## config.mk

```make
export PLATFORM = sky130hd
export DESIGN_NAME = mem_port_arbiter_flat
export DESIGN_NICKNAME = d
export VERILOG_FILES = /design/src/rtl/mem_port_arbiter_if.sv /design/src/rtl/mem_port_arbiter.sv /design/src/flat_wrapper.sv
export SDC_FILE = /design/constraint.sdc
export NUM_CORES = 1
export LEC_CHECK = 0
export ABC_CLOCK_PERIOD_IN_PS = 2800
export BUFFER_PORTS_ARGS = -buffer_cell sky130_fd_sc_hd__buf_2
export CAP_MARGIN = 40
export CORE_MARGIN = 2
export CORE_UTILIZATION = 45
export CTS_CLUSTER_SIZE = 30
export DETAILED_ROUTE_END_ITERATION = 10
export GPL_TIMING_DRIVEN = 1
export PLACE_DENSITY = 0.79
export SLEW_MARGIN = 20
export SYNTH_ARGS = -nofsm -noshare
export SYNTH_HDL_FRONTEND = slang
export SYNTH_SLANG_ARGS = --single-unit
```

## constraint.sdc

```tcl
create_clock -name clk -period 2.8 [get_ports clk]
set_input_delay 0.42 -clock clk [delete_from_list [all_inputs] [get_ports clk]]
set_output_delay 0.42 -clock clk [all_outputs]
set_load 0.05 [all_outputs]
```

## src/rtl/mem_port_arbiter_if.sv

```systemverilog
// Bundles the core I/D request buses and the shared memory port.
// The arbiter takes the slave view; the core/memory side takes the master view.
interface mem_port_arbiter_if;
  logic        i_en;
  logic [31:0] i_addr;
  logic [31:0] i_rdata;
  logic        i_ready;
  logic        d_en;
  logic [31:0] d_addr;
  logic [31:0] d_wdata;
  logic        d_we;
  logic        d_re;
  logic [2:0]  d_op;
  logic [31:0] d_rdata;
  logic        d_ready;
  logic        mem_valid;
  logic [31:0] mem_addr;
  logic [31:0] mem_wdata;
  logic        mem_we;
  logic        mem_re;
  logic [2:0]  mem_op;
  logic        mem_ready;
  logic [31:0] mem_rdata;
  logic        bus_err;

  modport slave (
    input  i_en, i_addr, d_en, d_addr, d_wdata, d_we, d_re, d_op, mem_ready, mem_rdata,
    output i_rdata, i_ready, d_rdata, d_ready,
           mem_valid, mem_addr, mem_wdata, mem_we, mem_re, mem_op, bus_err
  );

  modport master (
    output i_en, i_addr, d_en, d_addr, d_wdata, d_we, d_re, d_op, mem_ready, mem_rdata,
    input  i_rdata, i_ready, d_rdata, d_ready,
           mem_valid, mem_addr, mem_wdata, mem_we, mem_re, mem_op, bus_err
  );
endinterface

```

## src/rtl/mem_port_arbiter.sv

```systemverilog
// Shares one memory port between instruction fetch and data access; data has priority
// bounded by a streak limit, with a per-transaction timeout and stale-fetch discard.
module mem_port_arbiter #(
  parameter int D_STREAK_MAX = 4,
  parameter int TIMEOUT      = 255
) (
  input  logic                clk,
  input  logic                rst,
  mem_port_arbiter_if.slave   bus
);
  localparam int SW = (D_STREAK_MAX < 1) ? 1 : $clog2(D_STREAK_MAX + 1);
  localparam int TW = (TIMEOUT < 1) ? 1 : $clog2(TIMEOUT + 1);
  localparam logic [SW-1:0] STREAK_LIM = SW'(D_STREAK_MAX);
  localparam logic [TW-1:0] TO_LIM     = TW'(TIMEOUT);

  typedef enum logic [1:0] {IDLE, BUSY_I, BUSY_D, DONE} state_t;

  state_t        r_state, w_next;
  logic [SW-1:0] r_streak;
  logic [TW-1:0] r_wait;
  logic          r_mem_valid, r_mem_we, r_mem_re;
  logic [31:0]   r_mem_addr, r_mem_wdata;
  logic [2:0]    r_mem_op;
  logic          r_i_ready, r_d_ready, r_bus_err;
  logic [31:0]   r_i_rdata, r_d_rdata;
  logic          w_gnt_d, w_gnt_i, w_done, w_tmo, w_keep, w_busy;

  assign w_busy = (r_state == BUSY_I) || (r_state == BUSY_D);

  always_ff @(posedge clk) begin
    if (!rst) r_state <= IDLE;
    else      r_state <= w_next;
  end

  always_comb begin
    w_next  = r_state;
    w_gnt_d = 1'b0;
    w_gnt_i = 1'b0;
    w_done  = 1'b0;
    w_tmo   = 1'b0;
    w_keep  = 1'b0;
    case (r_state)
      IDLE: begin
        if (bus.d_en && (!bus.i_en || (r_streak < STREAK_LIM))) begin
          w_gnt_d = 1'b1;
          w_next  = BUSY_D;
        end else if (bus.i_en) begin
          w_gnt_i = 1'b1;
          w_next  = BUSY_I;
        end
      end
      BUSY_I, BUSY_D: begin
        // mem_ready beats a timeout landing in the same cycle
        if (bus.mem_ready) begin
          w_done = 1'b1;
        end else if ((TIMEOUT != 0) && (r_wait == TO_LIM)) begin
          w_done = 1'b1;
          w_tmo  = 1'b1;
        end
        if (w_done) begin
          if (r_state == BUSY_I) begin
            // a fetch whose address moved on (branch/flush) is dropped silently
            w_keep = bus.i_en && (bus.i_addr == r_mem_addr);
            w_next = w_keep ? DONE : IDLE;
          end else begin
            w_keep = bus.d_en;
            w_next = DONE;
          end
        end
      end
      DONE:    w_next = IDLE;
      default: w_next = IDLE;
    endcase
  end

  always_ff @(posedge clk) begin
    if (!rst) begin
      r_streak    <= '0;
      r_wait      <= '0;
      r_mem_valid <= 1'b0;
      r_mem_addr  <= '0;
      r_mem_wdata <= '0;
      r_mem_we    <= 1'b0;
      r_mem_re    <= 1'b0;
      r_mem_op    <= '0;
      r_i_ready   <= 1'b0;
      r_d_ready   <= 1'b0;
      r_i_rdata   <= '0;
      r_d_rdata   <= '0;
      r_bus_err   <= 1'b0;
    end else begin
      r_i_ready <= 1'b0;
      r_d_ready <= 1'b0;
      r_i_rdata <= '0;
      r_d_rdata <= '0;
      r_bus_err <= w_tmo;
      if (w_gnt_d) begin
        r_mem_valid <= 1'b1;
        r_mem_addr  <= bus.d_addr;
        r_mem_wdata <= bus.d_wdata;
        r_mem_we    <= bus.d_we;
        r_mem_re    <= bus.d_re;
        r_mem_op    <= bus.d_op;
      end else if (w_gnt_i) begin
        r_mem_valid <= 1'b1;
        r_mem_addr  <= bus.i_addr;
        r_mem_wdata <= '0;
        r_mem_we    <= 1'b0;
        r_mem_re    <= 1'b1;
        r_mem_op    <= 3'b010;
      end
      if (w_gnt_d || w_gnt_i)           r_wait <= '0;
      else if (w_busy && !bus.mem_ready) r_wait <= r_wait + TW'(1);
      if (w_done) begin
        r_mem_valid <= 1'b0;
        if (r_state == BUSY_I) begin
          r_i_ready <= w_keep;
          r_i_rdata <= (w_keep && !w_tmo) ? bus.mem_rdata : '0;
        end else begin
          r_d_ready <= w_keep;
          r_d_rdata <= (w_keep && !w_tmo) ? bus.mem_rdata : '0;
        end
      end
      if (w_gnt_i)
        r_streak <= '0;
      else if (w_gnt_d && bus.i_en && (r_streak < STREAK_LIM))
        r_streak <= r_streak + SW'(1);
      else if ((r_state == IDLE) && !bus.i_en)
        r_streak <= '0;
    end
  end

  assign bus.mem_valid = r_mem_valid;
  assign bus.mem_addr  = r_mem_addr;
  assign bus.mem_wdata = r_mem_wdata;
  assign bus.mem_we    = r_mem_we;
  assign bus.mem_re    = r_mem_re;
  assign bus.mem_op    = r_mem_op;
  assign bus.i_ready   = r_i_ready;
  assign bus.i_rdata   = r_i_rdata;
  assign bus.d_ready   = r_d_ready;
  assign bus.d_rdata   = r_d_rdata;
  assign bus.bus_err   = r_bus_err;
endmodule

```

## src/flat_wrapper.sv

```systemverilog
// flat-port wrapper written by rule: the top's interface ports become plain ports
module mem_port_arbiter_flat 
#(
  parameter int D_STREAK_MAX = 4,
  parameter int TIMEOUT      = 255
)
  (clk, rst, bus_i_en, bus_i_addr, bus_d_en, bus_d_addr, bus_d_wdata, bus_d_we, bus_d_re, bus_d_op, bus_mem_ready, bus_mem_rdata, bus_i_rdata, bus_i_ready, bus_d_rdata, bus_d_ready, bus_mem_valid, bus_mem_addr, bus_mem_wdata, bus_mem_we, bus_mem_re, bus_mem_op, bus_bus_err);
  mem_port_arbiter_if bus_i ();
  input  logic clk;
  input  logic rst;
  input wire logic [$bits(bus_i.i_en)-1:0] bus_i_en;
  input wire logic [$bits(bus_i.i_addr)-1:0] bus_i_addr;
  input wire logic [$bits(bus_i.d_en)-1:0] bus_d_en;
  input wire logic [$bits(bus_i.d_addr)-1:0] bus_d_addr;
  input wire logic [$bits(bus_i.d_wdata)-1:0] bus_d_wdata;
  input wire logic [$bits(bus_i.d_we)-1:0] bus_d_we;
  input wire logic [$bits(bus_i.d_re)-1:0] bus_d_re;
  input wire logic [$bits(bus_i.d_op)-1:0] bus_d_op;
  input wire logic [$bits(bus_i.mem_ready)-1:0] bus_mem_ready;
  input wire logic [$bits(bus_i.mem_rdata)-1:0] bus_mem_rdata;
  output wire logic [$bits(bus_i.i_rdata)-1:0] bus_i_rdata;
  output wire logic [$bits(bus_i.i_ready)-1:0] bus_i_ready;
  output wire logic [$bits(bus_i.d_rdata)-1:0] bus_d_rdata;
  output wire logic [$bits(bus_i.d_ready)-1:0] bus_d_ready;
  output wire logic [$bits(bus_i.mem_valid)-1:0] bus_mem_valid;
  output wire logic [$bits(bus_i.mem_addr)-1:0] bus_mem_addr;
  output wire logic [$bits(bus_i.mem_wdata)-1:0] bus_mem_wdata;
  output wire logic [$bits(bus_i.mem_we)-1:0] bus_mem_we;
  output wire logic [$bits(bus_i.mem_re)-1:0] bus_mem_re;
  output wire logic [$bits(bus_i.mem_op)-1:0] bus_mem_op;
  output wire logic [$bits(bus_i.bus_err)-1:0] bus_bus_err;
  assign bus_i.i_en = bus_i_en;
  assign bus_i.i_addr = bus_i_addr;
  assign bus_i.d_en = bus_d_en;
  assign bus_i.d_addr = bus_d_addr;
  assign bus_i.d_wdata = bus_d_wdata;
  assign bus_i.d_we = bus_d_we;
  assign bus_i.d_re = bus_d_re;
  assign bus_i.d_op = bus_d_op;
  assign bus_i.mem_ready = bus_mem_ready;
  assign bus_i.mem_rdata = bus_mem_rdata;
  assign bus_i_rdata = bus_i.i_rdata;
  assign bus_i_ready = bus_i.i_ready;
  assign bus_d_rdata = bus_i.d_rdata;
  assign bus_d_ready = bus_i.d_ready;
  assign bus_mem_valid = bus_i.mem_valid;
  assign bus_mem_addr = bus_i.mem_addr;
  assign bus_mem_wdata = bus_i.mem_wdata;
  assign bus_mem_we = bus_i.mem_we;
  assign bus_mem_re = bus_i.mem_re;
  assign bus_mem_op = bus_i.mem_op;
  assign bus_bus_err = bus_i.bus_err;
  mem_port_arbiter #(.D_STREAK_MAX(D_STREAK_MAX), .TIMEOUT(TIMEOUT)) u_core (.clk(clk), .rst(rst), .bus(bus_i));
endmodule
```

==> metrics.txt <==
outcome finished, final reports clean; global-route wire length before repair 22400 um; DR WL/cell approximately 16 um; share of cells above drive strength 1 41.5%; initial antenna violation count 0; Layout area overhead 37.6%; clock tree buffer depth 2; CTS-repair resized insts 0; Mapped Area roughly 5500 um^2; Initial Utilization ~46%; Synth top area share between 50% and 60%; flops & latches, synth 150; Max Clk Rate 0.491 GHz; MaxCap Viol Count 0; pre-CTS WS 632 ps; fraction of registers with async set/reset 0%; Static Leak 3.98 nW; via count ~4800; commonest cells in the netlist dfxtp_1 (150), and3_1 (62), nor2_1 (49); crit-path max FO 33; Final GP Congestion between 0.8 and 0.9; n_diodes 0; final-report hold violation count 0; Synth cell types 38; CTS tree done; port bufs approximately 270; Root Buffer Master clkbuf_16; skew final about 10 ps; vias in the first global route 4641; RSZ-0062 raised after global routing no; Clock Sinks 150; htree depth 4; total gr overflow 0; Synthesized Nets ~650; CORE AREA about 12000 um^2; worst endpoint required time around 3200 ps; Die H 114 um; Yosys top cell by area dfxtp_1; ys flop type dfxtp_1; GRT Util Overall 21.9%; Final #Nets 918; Hold Slack around 220 ps; crit share post-route between 70% and 80%; critical path class register to register; Final setup viols 0; Core Rows 40; Die W between 100 and 150 um; count leader, synth dfxtp_1; Post-Route WL between 10000 and 15000 um; worst vdd ir between 0.0006 and 0.0007 V; measured slew at the worst slew-check pin between 500 and 600 ps; top cells by area, synth dfxtp_1 (55%), and3_1 (7.1%), mux2i_1 (5.9%); 1st-iter DRT viols between 200 and 300; TNS Setup 0 ps; Post-CTS Setup Inserts 0; Post-DRT Antenna Nets 0; fin worst setup slack roughly 760 ps; largest net degree at the start of global routing 69; R2R depth 5; vias per std cell a little over 5; Worst-Skew Late Latency about 420 ps; synth warn 0; DR DRC count 0; Gate Count Post-Synth ~510; Slew Limit Fails 0; DP HPWL 10700 um; pwr/cell area 1030 nW/um^2; relative slew slack around 64%; Mean Syn Cell Area 10.7 um^2; Hold Crit Class input pin to register; CTS Buf Count 17; Crit. End Element register; Seq/Total Area, Yosys 55.1%; minimum clock period slightly above 2000 ps; # IOs ~280; hold buffer count at cts 0; critical path arrival between 2000 and 2500 ps; Worst-path clk slew about 70 ps; Die ar. between 10000 and 15000 um^2; drt first pass iters 4; EDFF count, synth 0; startpoint types register; hold depth 2
sequential cells by signal, summed over array words and instances, names as in the netlist:
register / flops
u_core.r_streak: 3
u_core.bus.i_ready: 1
u_core.bus.bus_err: 1
u_core.bus.mem_wdata: 32
u_core.bus.mem_we: 1
u_core.bus.mem_addr: 32
u_core.r_wait: 8
u_core.bus.mem_valid: 1
u_core.bus.mem_re: 1
u_core.bus.mem_op: 3
u_core.r_state: 2
u_core.bus.i_rdata: 32
u_core.bus.d_rdata: 32
u_core.bus.d_ready: 1
critical path: stages, from the launching register on:
cell	delay [ps]
dfxtp_1	340
xnor2_1	320
nand4_1	200
nor4_1	350
and4b_4	520
and3_2	240
final cells by class:
class / count / area [um^2]
Fill cell: 973 / 4410
Tap cell: 147 / 184
Inverter: 9 / 33.8
Clock inverter: 13 / 133
Sequential cell: 150 / 3000
Timing Repair Buffer: 282 / 1440
Multi-Input combinational cell: 315 / 2250
Clock buffer: 19 / 453
stage by stage:
step	std cells	power, mW	instance area [um^2]	utilization [%]
floorplan	508	4.84	5450	-
global placement	903	5.48	6920	58.1
detailed placement	903	5.55	6920	58.1
CTS	935	7.78	7500	63.0
global route	935	8.10	7500	63.0
finish	935	7.73	7500	63.0
per-layer routing:
layer | vias up | share of wire [%] | global-route usage (%)
li1 | 2361 | - | -
met3 | 20 | 7.5 | 6.46
met2 | 210 | 51 | 39.5
met1 | 2202 | 40 | 24.2
met4 | 0 | 1.6 | 8.46
met5 | - | 0 | 0
placed cells by master (no fill, tap or decap), types with 2 or more instances in the layout:
cell type	count
nor2_1	46
nor4_1	2
inv_1	9
inv_6	8
a21oi_1	7
nand2b_1	3
xnor2_1	32
nand3_1	4
nand4_1	9
clkbuf_8	2
or3_1	2
o221a_2	2
buf_4	7
nor2_2	2
buf_2	274
and3_2	3
nor2_4	2
o211a_1	3
clkbuf_16	17
a22o_1	35
o21ai_0	5
a211oi_1	32
and3_1	62
nand2_1	9
ha_1	5
mux2i_1	32
nor3_1	2
xor2_1	5
dfxtp_1	150
worst paths after layout:
kind / start / to / slack, ps
hold / removal: bus_d_wdata[11] / u_core.bus.mem_wdata[11] / 220
setup reg to reg: u_core.bus.mem_addr[24] / u_core.bus.i_rdata[1] / 760
hold reg to reg: u_core.bus.mem_wdata[12] / u_core.bus.mem_wdata[12] / 470
setup / recovery: u_core.bus.mem_addr[24] / u_core.bus.i_rdata[1] / 760
logic make-up (layout without fill, tap and decap cells):
group / count (synthesis) / count (layout) / synth area share (%)
AO/OA/AOI/OAI: 90 / 90 / 12.9
XOR/XNOR: 37 / 37 / 5.94
adder cells (fa/ha/maj): 5 / 5 / 1.15
buffers and inverters: 43 / 323 / 3.92
flip-flops: 150 / 150 / 55.1
multiplexers: 32 / 32 / 5.87
AND/OR/NAND/NOR: 151 / 151 / 15.2
power by group:
group          internal [mW]  switching, mW
logic                  0.858           1.98
registers               2.44          0.228
clock network           1.30          0.925
No activity file was read; power rests on OpenSTA's default activity.
